`src/rtl/prog_prescaler.sv`:
```
// Programmable clock-enable prescaler: divides clk by D = div_act+1 (1..2^DIV_W),
// producing a one-cycle tick per period and a registered near-50% clk_out level.
module prog_prescaler #(
    parameter int DIV_W   = 8,
    parameter int RST_DIV = 1
) (
    input  logic             clk,
    input  logic             rst_n,
    input  logic             en,
    input  logic             clr,
    input  logic             div_load,
    input  logic [DIV_W-1:0] div_val,
    output logic             tick,
    output logic             clk_out,
    output logic [DIV_W-1:0] cnt,
    output logic [DIV_W-1:0] div_act,
    output logic             pend
);

    localparam logic [DIV_W-1:0] RST_VAL = DIV_W'(RST_DIV);

    logic [DIV_W-1:0] shadow;
    logic [DIV_W-1:0] shadow_nx;
    logic [DIV_W-1:0] div_act_nx;
    logic [DIV_W-1:0] cnt_nx;
    logic [DIV_W:0]   hi;
    logic             pend_nx;
    logic             tick_nx;
    logic             clk_out_nx;
    logic             wrap;
    logic             boundary;

    always_comb begin
        wrap      = en && !clr && (cnt == div_act);
        boundary  = clr || wrap;
        shadow_nx = div_load ? div_val : shadow;

        // A new divisor only lands where cnt restarts, so no period is ever cut short or stretched.
        div_act_nx = div_act;
        pend_nx    = pend | div_load;
        if (boundary) begin
            pend_nx = 1'b0;
            if (div_load)
                div_act_nx = div_val;
            else if (pend)
                div_act_nx = shadow;
        end

        hi = ({1'b0, div_act_nx} + {{DIV_W{1'b0}}, 1'b1}) >> 1;

        cnt_nx     = cnt;
        tick_nx    = 1'b0;
        clk_out_nx = clk_out;
        if (clr) begin
            cnt_nx     = '0;
            clk_out_nx = 1'b0;
        end else if (en) begin
            cnt_nx     = wrap ? '0 : cnt + {{(DIV_W-1){1'b0}}, 1'b1};
            tick_nx    = wrap;
            clk_out_nx = ({1'b0, cnt_nx} < hi);
        end
    end

    always_ff @(posedge clk or negedge rst_n) begin
        if (!rst_n) begin
            cnt     <= '0;
            tick    <= 1'b0;
            clk_out <= 1'b0;
            div_act <= RST_VAL;
            shadow  <= RST_VAL;
            pend    <= 1'b0;
        end else begin
            cnt     <= cnt_nx;
            tick    <= tick_nx;
            clk_out <= clk_out_nx;
            div_act <= div_act_nx;
            shadow  <= shadow_nx;
            pend    <= pend_nx;
        end
    end

endmodule
```
`config.mk`:
```
export PLATFORM = sky130hd
export DESIGN_NAME = prog_prescaler
export DESIGN_NICKNAME = d
export VERILOG_FILES = /design/src/rtl/prog_prescaler.sv
export SDC_FILE = /design/constraint.sdc
export NUM_CORES = 1
export LEC_CHECK = 0
export BUFFER_PORTS_ARGS = -buffer_cell sky130_fd_sc_hd__buf_2
export CAP_MARGIN = 30
export CORE_MARGIN = 8
export CORE_UTILIZATION = 50
export CTS_CLUSTER_DIAMETER = 150
export DETAILED_ROUTE_END_ITERATION = 10
export PLACE_DENSITY_LB_ADDON = 0.3
export SLEW_MARGIN = 20
export SYNTH_ARGS = -nofsm -noshare
export SYNTH_HDL_FRONTEND = slang
export SYNTH_SLANG_ARGS = --single-unit
```
`constraint.sdc`:
```
create_clock -name clk -period 3.26 [get_ports clk]
set_input_delay 0.652 -clock clk [delete_from_list [all_inputs] [get_ports clk]]
set_output_delay 0.652 -clock clk [all_outputs]
set_load 0.01 [all_outputs]
```
# After elaboration in Yosys (flattened, before gate mapping)

Cells that the tools add are included.
Widths: inputs -> output; s select.

Add/subtract/negate cells: 2
Order comparisons: 1
Equality and inequality tests: 1
Mux-type cells: 11
Bitwise operators: 1
Reductions and logical operators: 5

Operators with widths:

| cell                | count |
|---|---|
| $mux 8              | 6 |
| $add 8x1->9 const B | 1 |
| $add 8x1->8 const B | 1 |
| $eq 8x8->1          | 1 |
| $lt 8x8->1          | 1 |
| $mux 1              | 5 |
| $logic_and 1x1->1   | 2 |
| $reduce_bool 2->1   | 1 |
| $logic_not 1->1     | 1 |
| $logic_or 1x1->1    | 1 |
| $or 1x1->1          | 1 |

Register bits: 27
Input bits: 13
Word-level logic and storage cells: 27

# Logic depth before layout (Yosys ltp)

Depth after elaboration: 9
Depth in mapped cells: 16
Mapped depth without buffers: 15

# Worst setup path after synthesis

OpenSTA, ideal clock, no wires.

Path kind: input to register
From: input port en
To: register clk_out
Arrival time: 3491 ps
Data required time: 3192 ps
Slack: -299 ps
Cell stages on the path: 11
Path through: buf_6 -> nand2b_1 -> or4_4 -> o31ai_4 -> mux2_4 -> o2111ai_4 -> or4b_1 -> ha_1 -> and4_1 -> a2111oi_0 -> a32o_1

Longest elaborated chain between the ends: 8

Ends and longest elaborated chain:

| element                         | line | text |
|---|---|---|
| start, declared                 | 9    | `input logic en,` |
| $logic_and 1x1->1 (2 in series) | 34   | `wrap = en && !clr && (cnt == div_act);` |
| $logic_or 1x1->1                | 35   | `boundary = clr \|\| wrap;` |
| $mux 8                          | 41   | `if (boundary) begin` |
| net div_act_nx[2]               | 24   | `logic [DIV_W-1:0] div_act_nx;` |
| $add 8x1->9                     | 49   | `hi = ({1'b0, div_act_nx} + {{DIV_W{1'b0}}, 1'b1}) >> 1;` |
| $lt 8x8->1                      | 60   | `clk_out_nx = ({1'b0, cnt_nx} < hi);` |
| $mux 1                          | 57   | `end else if (en) begin` |
| $mux 1                          | 54   | `if (clr) begin` |
| end signal, assigned            | 75   | `clk_out <= clk_out_nx;` |
| end, declared                   | 14   | `output logic clk_out,` |

The timed path passes the listed nets, and every way through them passes these cells. The select of a mux whose other input is x is not followed.
A chain may end at the register's enable or synchronous reset.

# Worst setup path after layout

From: register div_act[7]
To: register clk_out

Longest elaborated chain between the ends: 8

Ends and longest elaborated chain:

| element                | line | text |
|---|---|---|
| start, declared        | 16   | `output logic [DIV_W-1:0] div_act,` |
| start signal, assigned | 76   | `div_act <= div_act_nx;` |
| $eq 8x8->1             | 34   |  |
| $logic_and 1x1->1      | 34   |  |
| $logic_or 1x1->1       | 35   |  |
| $mux 8                 | 41   |  |
| net div_act_nx[0]      | 24   |  |
| $add 8x1->9            | 49   |  |
| $lt 8x8->1             | 60   |  |
| $mux 1                 | 57   |  |
| $mux 1                 | 54   |  |

The timed path passes the listed nets, and every way through them passes these cells. The select of a mux whose other input is x is not followed.

==> impl_metrics.ini <==
[status]
status = finished with violations
violations = setup timing

[yosys]
synth_common_cells = dfrtp_1 (25), nor2_1 (17), nand2_1 (13)
synth.most_common_cell = dfrtp_1
avgSynthCellArea_um2 = 9.70
synthArstFlopShare_pct = 100
synth_fp_nets = 205
synthFlopType = dfrtp_1
seq_area_frac_synth_pct = 38.2
ys_ff_latch = 27
synth_edf_count = 0
yosysWarningCount = 0
synth.largest_area_cell = dfrtp_1
synth_area_um2 = 1780
synth_area_leaders = dfrtp_1 (35%), ha_1 (6.3%), xnor2_1 (5.9%)
synth_cell_types = 45
synth_top_area_share_pct = 35.2
synthCells = 183

[cells_and_area]
antennaDiodeCount = 0
area.growth.synth_to_final_pct = 29.2
drive_above_1_share_pct = 37.6
layout.nets = 265
final_cells = 288
design_area_um2 = 2290

[sta]
fin_crit_sh_pct = 104
layout_setup_ws_ns = -0.129
relSlewSlack_pct = 58.4
finalCriticalPeriod_ns = 3.39
hold_viol = 0
slew_violations = 0
setup_viol = 1
skew_ns = 0.00232
worstMarginPinSlew_ns = 0.624
finalHoldWorstSlack_ns = 0.320
fmax_ghz = 0.295
rsz0062_at_grt = yes

[run]
cap_viol_max_count = 0

[global_route]
first_global_vias = 1688
grt_pass1_wl_mm = 7.65
grt_max_degree = 28
overflow = 0
grtUsageTotal_pct = 17.4
antenna_found_initial = 0

[drt]
drt_iter0_drc = 67
viasPerCell = 5.45
route.detailed.drc = 0
ant_nets = 0
drt_first_pass_iters = 4
wl_per_cell_um = 15.9
routed_wl_mm = 4.57
vias = 1569

[floorplanning]
core_um2 = 3360
fp-row-count = 21
die_w_um = 75.6
start_util_pct = 52.8
die_area_um2 = 5710
io_pins = 32
die_height_um = 75.6

[clocking]
path_clk_slew_ns = 0.15
htreeDepth = 1
root_buffer = clkbuf_4
cts.sinks = 27
clockBufferDepth = 2
cts_buffers = 3
cts_tree = yes
clk_latency_ns = 0.32

[placed_design]
placedCellCount = 283
dpl_cell_area_um2 = 2230
place_congestion = 0.879
port_buffers = 31
dp_slack_ns = -0.281
dp_hpwl_mm = 3.71

[setup_path]
crit_path_end_kind = register
path_buf_inv = 0
cp_top_family = compound AO/OA/AOI/OAI gates
critPathMaxFanout = 4
r2r_cells = 14
r2r_slack_ns = -0.13
crit_slowest_cell = or4_4
crit_chain = xor2_1, or4_4, a221oi_2, nand3_1, ha_2, o2111ai_4, nor3_2, xnor2_1, ha_1, a21o_1, a21oi_1, nor2b_1, a2111oi_2, a32o_1
worst-setup-path-type = register to register
worstPathRequired_ns = 3.53
reg2reg_to = clk_out
start_kind = register
max_stage_delay_ns = 0.60
worst_r2r_startpoint = div_act[7]
crit_arrival_ns = 3.66

[pwr]
p_leak_nw = 1.10
power_density_nw_per_um2 = 382
ir_worst_vdd_uv = 269

[worst_hold_path]
hold_path_class = input pin to asynchronous set/reset pin
area by class of cell:
cell class	count	area (um2)
clock buffer	4	26.3
inverter	8	30.0
tap	46	57.6
fill	280	1070
multi-input combinational	142	1120
timing repair buffer	61	380
sequential	27	678
layer usage:
layer  share of wire (%)  GRT usage (%)  vias up  wire (um)
met5                   0              0        -          0
met4                 1.6           7.89        0         71
met3                 5.7           3.55        6        258
met2                  50           30.9       42       2280
met1                  43           19.5      762       1950
li1                    -              -      759          -
what timing repair did:
action                     4_1_cts  5_1_grt
buffers inserted                 1        0
resized for setup                3        2
setup endpoints to repair        1        1
pin swaps                        1        1
hold buffers                     0        0
worst max-delay path by stage:
stage	from	end	cells after the start
after global routing	div_act[7]	clk_out	14
after global placement	clr	clk_out	12
final	div_act[7]	clk_out	14
after CTS	div_act[7]	clk_out	10
after floorplan	en	clk_out	11
after detailed placement	clr	clk_out	12
state kept, by name (all words and copies together), names as in the netlist:
| name | cells |
|---|---|
| clk_out | 1 |
| div_act | 8 |
| cnt | 8 |
| pend | 1 |
| tick | 1 |
| shadow | 8 |
kinds of logic (layout without fill, tap and decap cells):
logic type | after synthesis | count (layout) | synth area share, %
simple gates | 64 | 64 | 18.9
xor+xnor | 19 | 19 | 9.37
fa+ha+maj | 9 | 9 | 6.34
flops | 27 | 27 | 38.2
mux | 14 | 14 | 8.60
compound gates | 36 | 36 | 14.8
buf+inv | 14 | 73 | 3.81
where the power goes:
group	internal, mW	switching, mW	leakage, nW
Combinational	0.158	0.178	0.753
Clock	0.0479	0.0998	0.0150
Sequential	0.368	0.0252	0.336
per-stage QoR:
stage	utilization [%]	power, mW	setup TNS [ns]
final	68.2	0.877	-0.129
after global routing	68.2	0.924	-0.205
after CTS	67.7	0.876	-0.105
after detailed placement	66.4	0.725	-0.281
after global placement	66.4	0.709	-0.158
after floorplan	-	0.591	-0.0164
placed cells by master, fill, tap and decap left out, types with 2 or more instances in the layout:
| cell type | instances |
|---|---|
| nor2b_1 | 5 |
| ha_1 | 7 |
| nor3_1 | 2 |
| xor2_1 | 6 |
| nand2b_1 | 3 |
| xnor2_1 | 12 |
| mux2i_1 | 7 |
| a21oi_1 | 9 |
| o21a_1 | 4 |
| mux2_2 | 6 |
| nor2_1 | 17 |
| inv_1 | 8 |
| buf_2 | 31 |
| or2_2 | 2 |
| nand2_1 | 13 |
| a21o_1 | 2 |
| and3_1 | 6 |
| clkbuf_4 | 3 |
| dfstp_2 | 2 |
| o211ai_1 | 3 |
| nand3_1 | 3 |
| buf_4 | 30 |
| o21ai_0 | 7 |
| dfrtp_1 | 25 |
Power figures use the tool's default switching activity.
